`config.mk`:
```
export PLATFORM = sky130hd
export DESIGN_NAME = eth_mii_rx_sampler
export DESIGN_NICKNAME = d
export VERILOG_FILES = /design/src/rtl/eth_mii_rx_sampler.sv
export SDC_FILE = /design/constraint.sdc
export NUM_CORES = 1
export LEC_CHECK = 0
export CORE_MARGIN = 2
export CORE_UTILIZATION = 53
export DETAILED_ROUTE_END_ITERATION = 16
export PLACE_DENSITY = 0.77
export SKIP_CTS_REPAIR_TIMING = 1
export SLEW_MARGIN = 20
export SYNTH_ARGS = -nofsm -noshare
export SYNTH_HDL_FRONTEND = slang
export SYNTH_SLANG_ARGS = --single-unit
```
`constraint.sdc`:
```
create_clock -name rx_clk125 -period 1.6 [get_ports rx_clk125]
set_input_delay 0.16 -clock rx_clk125 [delete_from_list [all_inputs] [get_ports rx_clk125]]
set_output_delay 0.16 -clock rx_clk125 [all_outputs]
set_load 0.005 [all_outputs]
```
`src/rtl/eth_mii_rx_sampler.sv`:
```
// ---------------------------------------------------------------------------
// eth_mii_rx_sampler
//
// Oversamples the asynchronous 10 Mbps MII receive interface in the
// rx_clk125 domain. It recovers nibble timing from the falling edge of
// mii_rx_clk, strips the preamble and SFD, and assembles bytes with the low
// nibble first. The result is a byte stream with sof/eof/error flags for the
// MAC receive path.
//
// Ports
//   rx_clk125    in   125 MHz clock; all logic runs on its rising edge
//   rst          in   synchronous reset, active high
//   mii_rx_clk   in   PHY receive clock (~2.5 MHz, asynchronous)
//   mii_rxd      in   PHY receive nibble (asynchronous)
//   mii_rx_dv    in   PHY data valid (asynchronous)
//   mii_rx_er    in   PHY receive error (asynchronous)
//   rx_data      out  assembled byte; meaningful only while rx_valid=1
//   rx_valid     out  one-cycle strobe per byte
//   rx_sof       out  with rx_valid on the first byte after the SFD
//   rx_eof       out  one-cycle strobe at frame end; never with rx_valid
//   rx_frame_err out  qualifies rx_eof: 1 = bad frame
//
// Handshake: there is no back-pressure. rx_valid and rx_eof are
// single-cycle strobes that the consumer must accept in the cycle they are
// high. rx_data is valid only in a cycle where rx_valid=1. rx_frame_err is
// valid only in a cycle where rx_eof=1.
// ---------------------------------------------------------------------------
module eth_mii_rx_sampler #(
    parameter int TIMEOUT_CYCLES = 120,
    parameter int CNT_W          = 8
) (
    input  logic       rx_clk125,
    input  logic       rst,
    input  logic       mii_rx_clk,
    input  logic [3:0] mii_rxd,
    input  logic       mii_rx_dv,
    input  logic       mii_rx_er,
    output logic [7:0] rx_data,
    output logic       rx_valid,
    output logic       rx_sof,
    output logic       rx_eof,
    output logic       rx_frame_err
);

    typedef enum logic [1:0] {
        ST_IDLE     = 2'd0,
        ST_PREAMBLE = 2'd1,
        ST_DATA     = 2'd2,
        ST_DROP     = 2'd3
    } state_t;

    // Synchronisers. The clock gets a third stage so that an edge can be
    // detected between the second and third stages.
    logic       clk_s1, clk_s2, clk_s3;
    logic [3:0] rxd_s1, rxd_s2;
    logic       dv_s1, dv_s2;
    logic       er_s1, er_s2;

    state_t     state, state_n;
    logic [CNT_W-1:0] cnt;
    logic       phase, phase_n;
    logic [3:0] low, low_n;
    logic       err, err_n;
    logic       first, first_n;
    logic [7:0] data_n;
    logic       valid_n, sof_n, eof_n, ferr_n;
    logic       tick;
    logic       timeout;

    // The data is sampled on the falling edge of mii_rx_clk, which is the
    // middle of the data eye.
    assign tick    = ~clk_s2 & clk_s3;
    assign timeout = (cnt >= CNT_W'(TIMEOUT_CYCLES));

    always_ff @(posedge rx_clk125) begin
        if (rst) begin
            clk_s1 <= 1'b0; clk_s2 <= 1'b0; clk_s3 <= 1'b0;
            rxd_s1 <= 4'h0; rxd_s2 <= 4'h0;
            dv_s1  <= 1'b0; dv_s2  <= 1'b0;
            er_s1  <= 1'b0; er_s2  <= 1'b0;
        end else begin
            clk_s1 <= mii_rx_clk; clk_s2 <= clk_s1; clk_s3 <= clk_s2;
            rxd_s1 <= mii_rxd;    rxd_s2 <= rxd_s1;
            dv_s1  <= mii_rx_dv;  dv_s2  <= dv_s1;
            er_s1  <= mii_rx_er;  er_s2  <= er_s1;
        end
    end

    // This counter measures the time since the last tick. It saturates so
    // that a long idle period cannot wrap it back below the threshold.
    always_ff @(posedge rx_clk125) begin
        if (rst) begin
            cnt <= '0;
        end else if (tick) begin
            cnt <= '0;
        end else if (cnt != {CNT_W{1'b1}}) begin
            cnt <= cnt + 1'b1;
        end
    end

    always_ff @(posedge rx_clk125) begin
        if (rst) begin
            state        <= ST_IDLE;
            phase        <= 1'b0;
            low          <= 4'h0;
            err          <= 1'b0;
            first        <= 1'b0;
            rx_data      <= 8'h00;
            rx_valid     <= 1'b0;
            rx_sof       <= 1'b0;
            rx_eof       <= 1'b0;
            rx_frame_err <= 1'b0;
        end else begin
            state        <= state_n;
            phase        <= phase_n;
            low          <= low_n;
            err          <= err_n;
            first        <= first_n;
            rx_data      <= data_n;
            rx_valid     <= valid_n;
            rx_sof       <= sof_n;
            rx_eof       <= eof_n;
            rx_frame_err <= ferr_n;
        end
    end

    always_comb begin
        state_n = state;
        phase_n = phase;
        low_n   = low;
        err_n   = err;
        first_n = first;
        data_n  = rx_data;
        valid_n = 1'b0;
        sof_n   = 1'b0;
        eof_n   = 1'b0;
        ferr_n  = 1'b0;

        if (tick) begin
            // A tick always takes priority over the timeout. The counter
            // clears in the same cycle, so there is no abort.
            unique case (state)
                ST_IDLE: begin
                    if (dv_s2) begin
                        state_n = (rxd_s2 == 4'h5) ? ST_PREAMBLE : ST_DROP;
                    end
                end
                ST_PREAMBLE: begin
                    if (!dv_s2) begin
                        state_n = ST_IDLE;
                    end else if (rxd_s2 == 4'hD) begin
                        state_n = ST_DATA;
                        phase_n = 1'b0;
                        err_n   = 1'b0;
                        first_n = 1'b1;
                    end else if (rxd_s2 != 4'h5) begin
                        state_n = ST_DROP;
                    end
                end
                ST_DATA: begin
                    if (dv_s2) begin
                        if (er_s2) err_n = 1'b1;
                        if (!phase) begin
                            low_n   = rxd_s2;
                            phase_n = 1'b1;
                        end else begin
                            data_n  = {rxd_s2, low};
                            valid_n = 1'b1;
                            sof_n   = first;
                            first_n = 1'b0;
                            phase_n = 1'b0;
                        end
                    end else begin
                        // If dv drops while a low nibble is still waiting
                        // for its high half, the frame has a trailing half
                        // byte and is marked bad.
                        eof_n   = 1'b1;
                        ferr_n  = err | phase;
                        phase_n = 1'b0;
                        state_n = ST_IDLE;
                    end
                end
                ST_DROP: begin
                    if (!dv_s2) state_n = ST_IDLE;
                end
                default: state_n = ST_IDLE;
            endcase
        end else if (timeout && state != ST_IDLE) begin
            state_n = ST_IDLE;
            phase_n = 1'b0;
            if (state == ST_DATA) begin
                eof_n  = 1'b1;
                ferr_n = 1'b1;
            end
        end
    end

endmodule
```
After elaboration in Yosys (flattened, before gate mapping)
Cells that the tools add are included.
- register bits: 44
- bits of input ports: 9
- output and inout bits: 12
- logic and storage cells: 95
- add/sub/neg operators: 1
- magnitude comparators: 1
- equal/unequal tests: 18
- muxes and demuxes: 33
- bitwise gates (word level): 7
- reductions and logical operators: 15
- operators with widths (cell ; count):
    1-bit two-way mux ; 21
    2-bit two-way mux ; 8
    4-bit AND reduction ; 4
    3-bit inequality test (second input constant) ; 4
    6-bit AND reduction ; 2
    2-bit inequality test (second input constant) ; 5
    8-bit by 1-bit adder with 8-bit output (second input constant) ; 1
    8-bit by 7-bit greater-or-equal comparator with 1-bit output (second input constant) ; 1
    8-bit inequality test (second input constant) ; 1
    1-bit case mux with 2 select lines ; 3
    2-bit case mux with 3 select lines ; 1
    2-bit nonzero test ; 3
    5-bit inequality test (second input constant) ; 1
    1-bit NOT ; 5
    5-bit OR reduction ; 1
    2-bit == test (second input constant) ; 2
    4-bit by 3-bit == test with 1-bit output (second input constant) ; 1
    4-bit == test (second input constant) ; 1
    4-bit by 3-bit inequality test with 1-bit output (second input constant) ; 1
    2-bit OR reduction ; 2
    4-bit OR reduction ; 1
    3-bit by 1-bit inequality test with 1-bit output (second input constant) ; 1
    2-bit by 1-bit == test with 1-bit output (second input constant) ; 1
    2-bit logical NOT ; 1
    3 further kinds ; 3

Longest topological paths before layout
Gate-level depths: netlist (run 1).
- word-level depth: 6
- gate-level depth with buffers: 4
- mapped depth without buffers: 4

Worst setup path after synthesis (run 1)
OpenSTA, ideal clock, no wires.
- path type: flip-flop to flip-flop
- from: register cnt[0]
- to: register cnt[5]
- setup time: 0.125 ns
- data arrival time: 1.140 ns
- required time: 1.475 ns
- path slack: 0.335 ns
- stages on the path, launching flop included: 5
- buffers on the path: 0
- clock period less this slack: 1.265 ns
- path through: dfxtp_1 -> ha_1 -> and4_1 -> nor4b_1 -> nor3_1
- cells in the longest elaborated chain, start to end: 1
- elaborated cells between the ends (all ways): 2
- those cells by class: add/sub (1); eq/ne (1)
- ends and longest elaborated chain (item ; RTL line ; RTL):
    start, declared ; 60 ; logic [CNT_W-1:0] cnt;
    start signal, assigned ; 97 ; cnt <= cnt + 1'b1;
    8-bit by 1-bit adder with 8-bit output / 8-bit inequality test (equally long branches) ; 97, 96 ;
Parallel ways exist; a longest one is shown, timed or not.
A chain may end at the register's enable or synchronous reset.

Worst setup path after layout (run 1)
- from: register rx_data[6]
- to: output rx_data[6]
- RTL lines (item ; RTL line ; RTL):
    start, declared ; 38 ; output logic [7:0] rx_data,
    start signal, assigned ; 119 ; rx_data <= data_n;
No word-level cell between the ends.

==> results_dict.tcl, run 1 <==
set metrics [dict create \
    status "finished, final reports clean" \
    setup_tns_ps 0 \
    synth_warnings 0 \
    final_antenna_net_count 0 \
    synth_nets 184 \
    timing.slew.headroom_pct 76.6 \
    path_class "reg2out" \
    path_cells "clkdlybuf4s50_1" \
    cts_inserted_buffers 5 \
    initial_utilization_pct 56.0 \
    antenna_found_initial 0 \
    fmax_ghz 0.717 \
    grt-ovfl-total 0 \
    cts-htree-levels 2 \
    crit_path_start "rx_data[6]" \
    critPathRequiredTime_ps 1440 \
    chipHeight_um 60.8 \
    coreArea_um2 3050 \
    synth_enable_flop_cells 0 \
    port_buffers 20 \
    die_w_um 60.8 \
    clockBufferDepth 2 \
    cts_sinks 44 \
    yosysUniqueCellTypes 39 \
    rrSetupSlack_ps 240 \
    crit_cells 1 \
    r2r_cells 4 \
    io_pins 21 \
    area_growth_pct 20.6 \
    placed_cells 235 \
    grt_setup_unrepaired "no" \
    cpMaxStageDelayCell "clkdlybuf4s50_1" \
    finalHoldViolCount 0 \
    dp_hpwl_mm 2.46 \
    route.detailed.drc 0 \
    crit_end "rx_data[6]" \
    seq_area_frac_synth_pct 51.5 \
    fillers 252 \
    grt_util_all_layers_pct 20.3 \
    syn-cell-area_um2 1710 \
    grt_max_degree 19 \
    worst-path-buf-inv 1 \
    rows 20 \
    max-vdd-ir-drop_mv 0.669 \
    post_drt_wl_per_cell_um 13.7 \
    synth_top_area_cell "dfxtp_1" \
    cts-root-buf "clkbuf_4" \
    min_period_ps 1400 \
    place.gp.congestion 0.803 \
    cap_violations 0 \
    synthCells 173 \
    worst_setup_path_start_kind "flop" \
    slew_viol_final 0 \
    tightestPinTransition_ps 349 \
    vias_per_cell 5.30 \
    crit_fanout 2 \
    yosysTopAreaCellShare_pct 51.5 \
    fin_cells 243 \
    num_vias 1288 \
    ys_ff_latch 44 \
    cp_top_family "buffers and inverters" \
    powerDensity_nw_per_um2 956 \
    p_leak_nw 0.772 \
    critPathMaxStageDelay_ps 520 \
    async_flop_share_pct 0 \
    layout-drive-gt1-share_pct 8.54 \
    drt_iter0_drc 71 \
    wl_mm 3.33 \
    syn_area_per_cell_um2 9.88 \
    hp-class "in2reg" \
    cp-end-kind "output pin" \
    period_share_pct 87.2 \
    synth_flop_cell "dfxtp_1" \
    fin_util_pct 67.5 \
    worstReg2RegStart "cnt[0]" \
    grt_pass1_wl_mm 5.43 \
    drtPass1Iterations 4 \
    reg2reg_to "cnt[5]" \
    clk_latency_ps 360 \
    clock-skew-final_ps 11.4 \
    synth.area.top_cells "dfxtp_1, mux2i_1, nor2b_1" \
    setup_viol 0 \
    worstPathArrival_ps 1240 \
    fin_nets 209 \
    cts_tree "built" \
    cts.clk_slew.worst_paths_ps 130 \
    dieArea_um2 3690 \
    grt_pass1_vias 1249 \
    diodes 0 \
]
[cell usage in the layout (no fill, tap or decap), types with 3 or more instances in the layout]
cell	netlist	final
a21oi_1	9	9
and3_1	4	4
and4_1	3	3
buf_4	1	4
clkbuf_4	0	5
clkdlybuf4s50_1	0	20
dfxtp_1	44	44
inv_1	6	6
mux2i_1	14	14
nand2_1	20	20
nand3_1	7	7
nor2_1	3	3
nor2b_1	16	16
nor3_1	8	8
[worst min-delay path by stage]
stage                           from         to  slack, ps  depth (start not counted)
after floorplan           mii_rx_clk     clk_s1        290                          1
after global placement         er_s1      er_s2        420                          1
after detailed placement      clk_s1     clk_s2        430                          1
after CTS                 mii_rxd[3]  rxd_s1[3]        330                          2
after global routing      mii_rxd[2]  rxd_s1[2]        340                          2
final                     mii_rxd[3]  rxd_s1[3]        350                          2
[metrics by stage]
step / setup WS [ps] / hold slack, ps / instance area, um2 / total power, mW
6_report: 204 / 353 / 2060 / 1.97
5_1_grt: 106 / 343 / 2060 / 2.05
4_1_cts: 177 / 332 / 2060 / 2.00
3_5_place_dp: 109 / 428 / 1970 / 1.25
3_3_place_gp: 197 / 419 / 1970 / 1.24
2_1_floorplan: 335 / 288 / 1710 / 1.21
[kinds of logic after synthesis]
| group | after synthesis | synth area share [%] |
|---|---|---|
| simple gates | 78 | 26.2 |
| compound gates | 23 | 9.66 |
| flops | 44 | 51.5 |
| buf+inv | 12 | 2.93 |
| mux | 14 | 8.20 |
| fa+ha+maj | 2 | 1.46 |
[report_power, final]
group,internal [mW],switching [mW]
combinational,0.0437,0.0420
clock,0.415,0.334
sequential,1.12,0.0168
[sequential cells by signal, summed over array words and instances (netlist names), 2 cells and up]
register,count
rx_data,8
low,4
rxd_s1,4
cnt,8
rxd_s2,4
state,2
[area by class of cell]
cell class	count	area, um2	share of cell area [%]
timing repair buffer	24	230	11.2
multi-input combinational	117	778	37.7
inverter	6	22.5	1.09
sequential	44	881	42.7
clock buffer	7	65.1	3.16
tap	44	55.1	2.67
clock inverter	1	30.0	1.46
[synthesized netlist by cell type (2+ instances only)]
cell type  count
a31oi_1        2
inv_1          6
nor2b_1       16
and4_1         3
nor3_1         8
nand3_1        7
nor2_1         3
dfxtp_1       44
mux2i_1       14
nand2b_1       2
ha_1           2
or3_1          2
a311oi_1       2
a21oi_1        9
nand2_1       20
o21ai_0        2
and3_1         4
clkbuf_1       4
nand3b_1       2
nor4_1         2
[per-layer routing]
layer	vias up	wire, um	global-route usage (%)
li1	662	-	-
met1	599	1340	20.7
met2	20	1800	37.9
met3	7	108	5.76
met4	0	71	9.32
met5	-	0	0
No activity file was read; power rests on OpenSTA's default activity.
==> inputs of run 2 (changes only) <==
CORE_MARGIN = 4   (was 2)
GPL_TIMING_DRIVEN = 0   (was not set)
==> run 2 against run 1 <==
  * Clock skew decreased by 6.7 ps
  * Critical path depth increased by 3
  * Non-clock buffer count increased by 2
  * Via count increased by 2.4%
  * Register-to-register slack got worse by 40 ps
  * Clock power decreased by 27%
  * Cell count increased by 0.82%
  * Worst hold slack got worse by 1.5 ps
==> results_dict.tcl, run 2 (synthesis gave the netlist of run 1 again) <==
set metrics [dict create \
    status "finished, final reports clean" \
    clk_latency_ps 340 \
    layout-drive-gt1-share_pct 6.97 \
    critPathRequiredTime_ps 1850 \
    drtPass1Iterations 4 \
    route.detailed.drc 0 \
    rrSetupSlack_ps 200 \
    grt_setup_unrepaired "no" \
    diodes 0 \
    cts_inserted_buffers 5 \
    grt_max_degree 14 \
    final_common_cell "dfxtp_1" \
    clockBufferDepth 2 \
    timing.slew.headroom_pct 71.9 \
    min_period_ps 1400 \
    port_buffers 20 \
    reg_top3 "cnt x8, rx_data x8" \
    grt_pass1_wl_mm 5.27 \
    final_antenna_net_count 0 \
    cts-htree-levels 2 \
    grt-ovfl-total 0 \
    cts-root-buf "clkbuf_4" \
    finalHoldViolCount 0 \
    chipHeight_um 64.8 \
    dieArea_um2 4200 \
    coreArea_um2 3080 \
    clock-skew-final_ps 4.70 \
    powerDensity_nw_per_um2 871 \
    fin_nets 211 \
    crit_path_start "clk_s2" \
    worst-path-buf-inv 1 \
    io_pins 21 \
    cp-end-kind "flop" \
    p_leak_nw 0.749 \
    post_drt_wl_per_cell_um 12.2 \
    worstPathArrival_ps 1650 \
    crit_fanout 9 \
    final_cell_mix "dfxtp_1, nand2_1, clkdlybuf4s50_1" \
    fillers 286 \
    reg2reg_to "first" \
    vias_per_cell 5.38 \
    die_w_um 64.8 \
    antenna_found_initial 0 \
    worstReg2RegStart "clk_s2" \
    cp_top_family "simple AND/OR/NAND/NOR gates" \
    path_class "reg2reg" \
    r2r_cells 4 \
    cap_violations 0 \
    cts.clk_slew.worst_paths_ps 120 \
    cts_tree "built" \
    setup_tns_ps 0 \
    rows 20 \
    crit_cells 4 \
    grt_pass1_vias 1182 \
    critPathMaxStageDelay_ps 360 \
    grt_util_all_layers_pct 16.1 \
    dp_hpwl_mm 2.19 \
    crit_end "first" \
    max-vdd-ir-drop_mv 0.628 \
    path_cells "and3b_1, buf_4, nand3_2, a31o_2" \
    fin_util_pct 65.9 \
    slew_viol_final 0 \
    wl_mm 3.00 \
    cts_sinks 44 \
    drt_iter0_drc 70 \
    setup_viol 0 \
    tightestPinTransition_ps 422 \
    area_growth_pct 18.6 \
    cpMaxStageDelayCell "dfxtp_1" \
    hp-class "in2reg" \
    num_vias 1319 \
    place.gp.congestion 0.791 \
    initial_utilization_pct 55.5 \
    period_share_pct 87.3 \
    worst_setup_path_start_kind "flop" \
    fmax_ghz 0.716 \
]
run 2: worst reg2reg max path, stage by stage, from the launching register on:
cell and delay (ps):
dfxtp_1 360, and3b_1 210, buf_4 150, nand3_2 260, a31o_2 330
run 2: worst min path at each step:
stage | end | cells after the start | slack [ps] | start
floorplan | clk_s1 | 1 | 290 | mii_rx_clk
global placement | rxd_s2[3] | 1 | 420 | rxd_s1[3]
detailed placement | rxd_s2[0] | 1 | 430 | rxd_s1[0]
CTS | er_s1 | 2 | 340 | mii_rx_er
global route | rxd_s1[0] | 2 | 320 | mii_rxd[0]
finish | rxd_s1[0] | 2 | 350 | mii_rxd[0]
run 2: per-layer routing:
| metal | routed length (um) | vias to the layer above | track usage [%] | share of wire (%) |
|---|---|---|---|---|
| met1 | 1350 | 594 | 18.9 | 45 |
| met4 | 61 | 0 | 5.54 | 2.0 |
| li1 | - | 667 | - | - |
| met5 | 0 | - | 0 | 0 |
| met2 | 1400 | 46 | 26.9 | 47 |
| met3 | 187 | 12 | 5.89 | 6.2 |
run 2: where the power goes:
group	internal [mW]	switching [mW]
combinational	0.0407	0.0404
sequential	1.12	0.0166
clock	0.215	0.333
run 2: layout make-up:
type / instances / area (um2) / share of cell area [%]
Inverter: 6 / 22.5 / 1.11
Multi-Input combinational cell: 117 / 778 / 38.4
Clock buffer: 7 / 55.1 / 2.72
Tap cell: 44 / 55.1 / 2.72
Sequential cell: 44 / 881 / 43.5
Buffer: 6 / 27.5 / 1.36
Timing Repair Buffer: 20 / 200 / 9.88
Clock inverter: 1 / 7.51 / 0.370
run 2: metrics by stage:
stage	setup slack, ps	hold WS, ps	std cells	instance area, um2	power [mW]
2_1_floorplan	335	288	173	1710	1.21
6_report	203	351	245	2030	1.77
5_1_grt	74.9	325	245	2030	1.85
3_3_place_gp	68.2	418	237	1960	1.24
3_5_place_dp	68.7	426	237	1960	1.24
4_1_cts	169	339	245	2030	1.78
==> inputs of run 3 (changes only) <==
CTS_CLUSTER_SIZE = 40   (was not set)
SKIP_CTS_REPAIR_TIMING = not set   (was 1)
clock period = 1.5 ns   (was 1.6 ns; I/O delays follow)
==> run 3 against run 2 <==
  * Via count fell by 0.91%
  * Die area stayed put
  * Global-route usage unchanged
  * Clock power up 6.9%
  * Maximum frequency down 0.27%
  * Clock skew hardly changed
  * Register-to-register slack got worse by 100 ps
  * Sequential share of layout area decreased by 0.13 points
  * Critical path depth stayed put
  * Cell count is the same
  * Sequential power increased by 6%
  * Core utilization is 0.20 points higher
  * Critical path type unchanged
  * Largest power group unchanged
==> results_dict.tcl, run 3 (synthesis gave the netlist of run 1 again) <==
set metrics [dict create \
    worst_setup_path_start_kind "flop" \
    timing.slew.headroom_pct 71.9 \
    setup_tns_ps 0 \
    cts-htree-levels 2 \
    r2r_cells 4 \
    multi_input_area_um2 785 \
    clockBufferDepth 2 \
    hold_depth 2 \
    io_pins 21 \
    grt_max_degree 14 \
    initial_utilization_pct 55.5 \
    port_buffers 20 \
    worstPathArrival_ps 1660 \
    drtPass1Iterations 4 \
    grt_util_all_layers_pct 16.1 \
    layout-drive-gt1-share_pct 7.46 \
    place.gp.congestion 0.791 \
    grt_pass1_wl_mm 5.27 \
    grt_setup_unrepaired "no" \
    status "finished, final reports clean" \
    post_drt_wl_per_cell_um 12.3 \
    fillers 286 \
    cts.clk_slew.worst_paths_ps 120 \
    num_vias 1307 \
    vias_per_cell 5.33 \
    p_int_mw 1.47 \
    cts_tree "built" \
    pwr-share-seq_pct 64.3 \
    hp-class "in2reg" \
    slew_viol_final 0 \
    path_class "reg2reg" \
    wl_mm 3.01 \
    powerDensity_nw_per_um2 927 \
    grt-ovfl-total 0 \
    rows 20 \
    swShare_pct 22.1 \
    chipHeight_um 64.8 \
    dieArea_um2 4200 \
    comb_power_share_pct 4.6 \
    final_common_cell "dfxtp_1" \
    reg_top3 "cnt x8, rx_data x8" \
    final_antenna_net_count 0 \
    cts-root-buf "clkbuf_4" \
    area_growth_pct 19.0 \
    clkPwrFrac_pct 31.1 \
    min_period_ps 1400 \
    regArea_um2 881 \
    fin_util_pct 66.1 \
    grt_pass1_vias 1182 \
    pre_cts_ws_ps -21.3 \
    max-vdd-ir-drop_mv 0.670 \
    clk_latency_ps 340 \
    drt_iter0_drc 106 \
    clock-skew-final_ps 4.94 \
    critPathRequiredTime_ps 1760 \
    cp-end-kind "flop" \
    crit_fanout 9 \
    p_sw_uw 417 \
    fin_nets 211 \
    cts_setup_buffers 0 \
    antenna_found_initial 0 \
    die_w_um 64.8 \
    coreArea_um2 3080 \
    final_cell_mix "dfxtp_1, nand2_1, clkdlybuf4s50_1" \
    p_leak_nw 0.750 \
    final.setup.worst_slack_ps 99.1 \
    dp_hpwl_mm 2.19 \
    cts_sinks 44 \
    finalHoldViolCount 0 \
    cts_inserted_buffers 5 \
    tightestPinTransition_ps 421 \
    diodes 0 \
    period_share_pct 93.4 \
    fmax_ghz 0.714 \
    setup_viol 0 \
    route.detailed.drc 0 \
    cap_violations 0 \
]
-- run 3: cell counts in the layout (fill, tap and decap cells not counted) --
Identical to the previous run, type by type.
-- run 3: what timing repair did --
action	in CTS	in global routing
resized for setup	0	1
hold endpoints to repair	0	0
setup endpoints to repair	0	1
hold buffers	0	0
-- run 3: critical path: stages, from the launching register on --
cell	delay (ps)
dfxtp_1	360
and3b_1	210
buf_4	150
nand3_2	260
a31o_2	330
-- run 3: metal layers --
metal	wire [um]	GRT usage (%)
met1	1350	18.9
met2	1420	26.9
met3	191	5.89
met4	52	5.54
met5	0	0
-- run 3: stage by stage --
step                      power, mW  hold WS, ps  cells  area [um2]
after CTS                      1.90          329    245        2030
after global placement         1.32          418    237        1960
final                          1.88          341    245        2030
after detailed placement       1.33          426    237        1960
after global routing           1.98          315    245        2030
after floorplan                1.29          278    173        1710
-- run 3: power by group through the flow --
stage | Combinational, mW | Clock, mW | Sequential [mW]
after global routing | 0.0987 | 0.663 | 1.22
after floorplan | 0.0532 | 0 | 1.23
final | 0.0867 | 0.586 | 1.21
after global placement | 0.0847 | 0 | 1.24
after detailed placement | 0.0878 | 0 | 1.24
after CTS | 0.0880 | 0.604 | 1.21
-- run 3: cell type report --
cell class	instances	share of cell area (%)
flip-flops and latches	44	43.3
multi-input cells	117	38.6
repair buffers	20	9.85
clock buffers	7	2.71
well taps	44	2.71
plain buffers	6	1.35
inverters	6	1.11
clock inverters	1	0.369
-- run 3: worst paths after layout --
kind	from	to	slack, ps
worst max-delay path	clk_s2	first	100
worst min-delay path	mii_rxd[0]	rxd_s1[0]	340
worst max register to register	clk_s2	first	100
worst min register to register	rxd_s1[0]	rxd_s2[0]	450
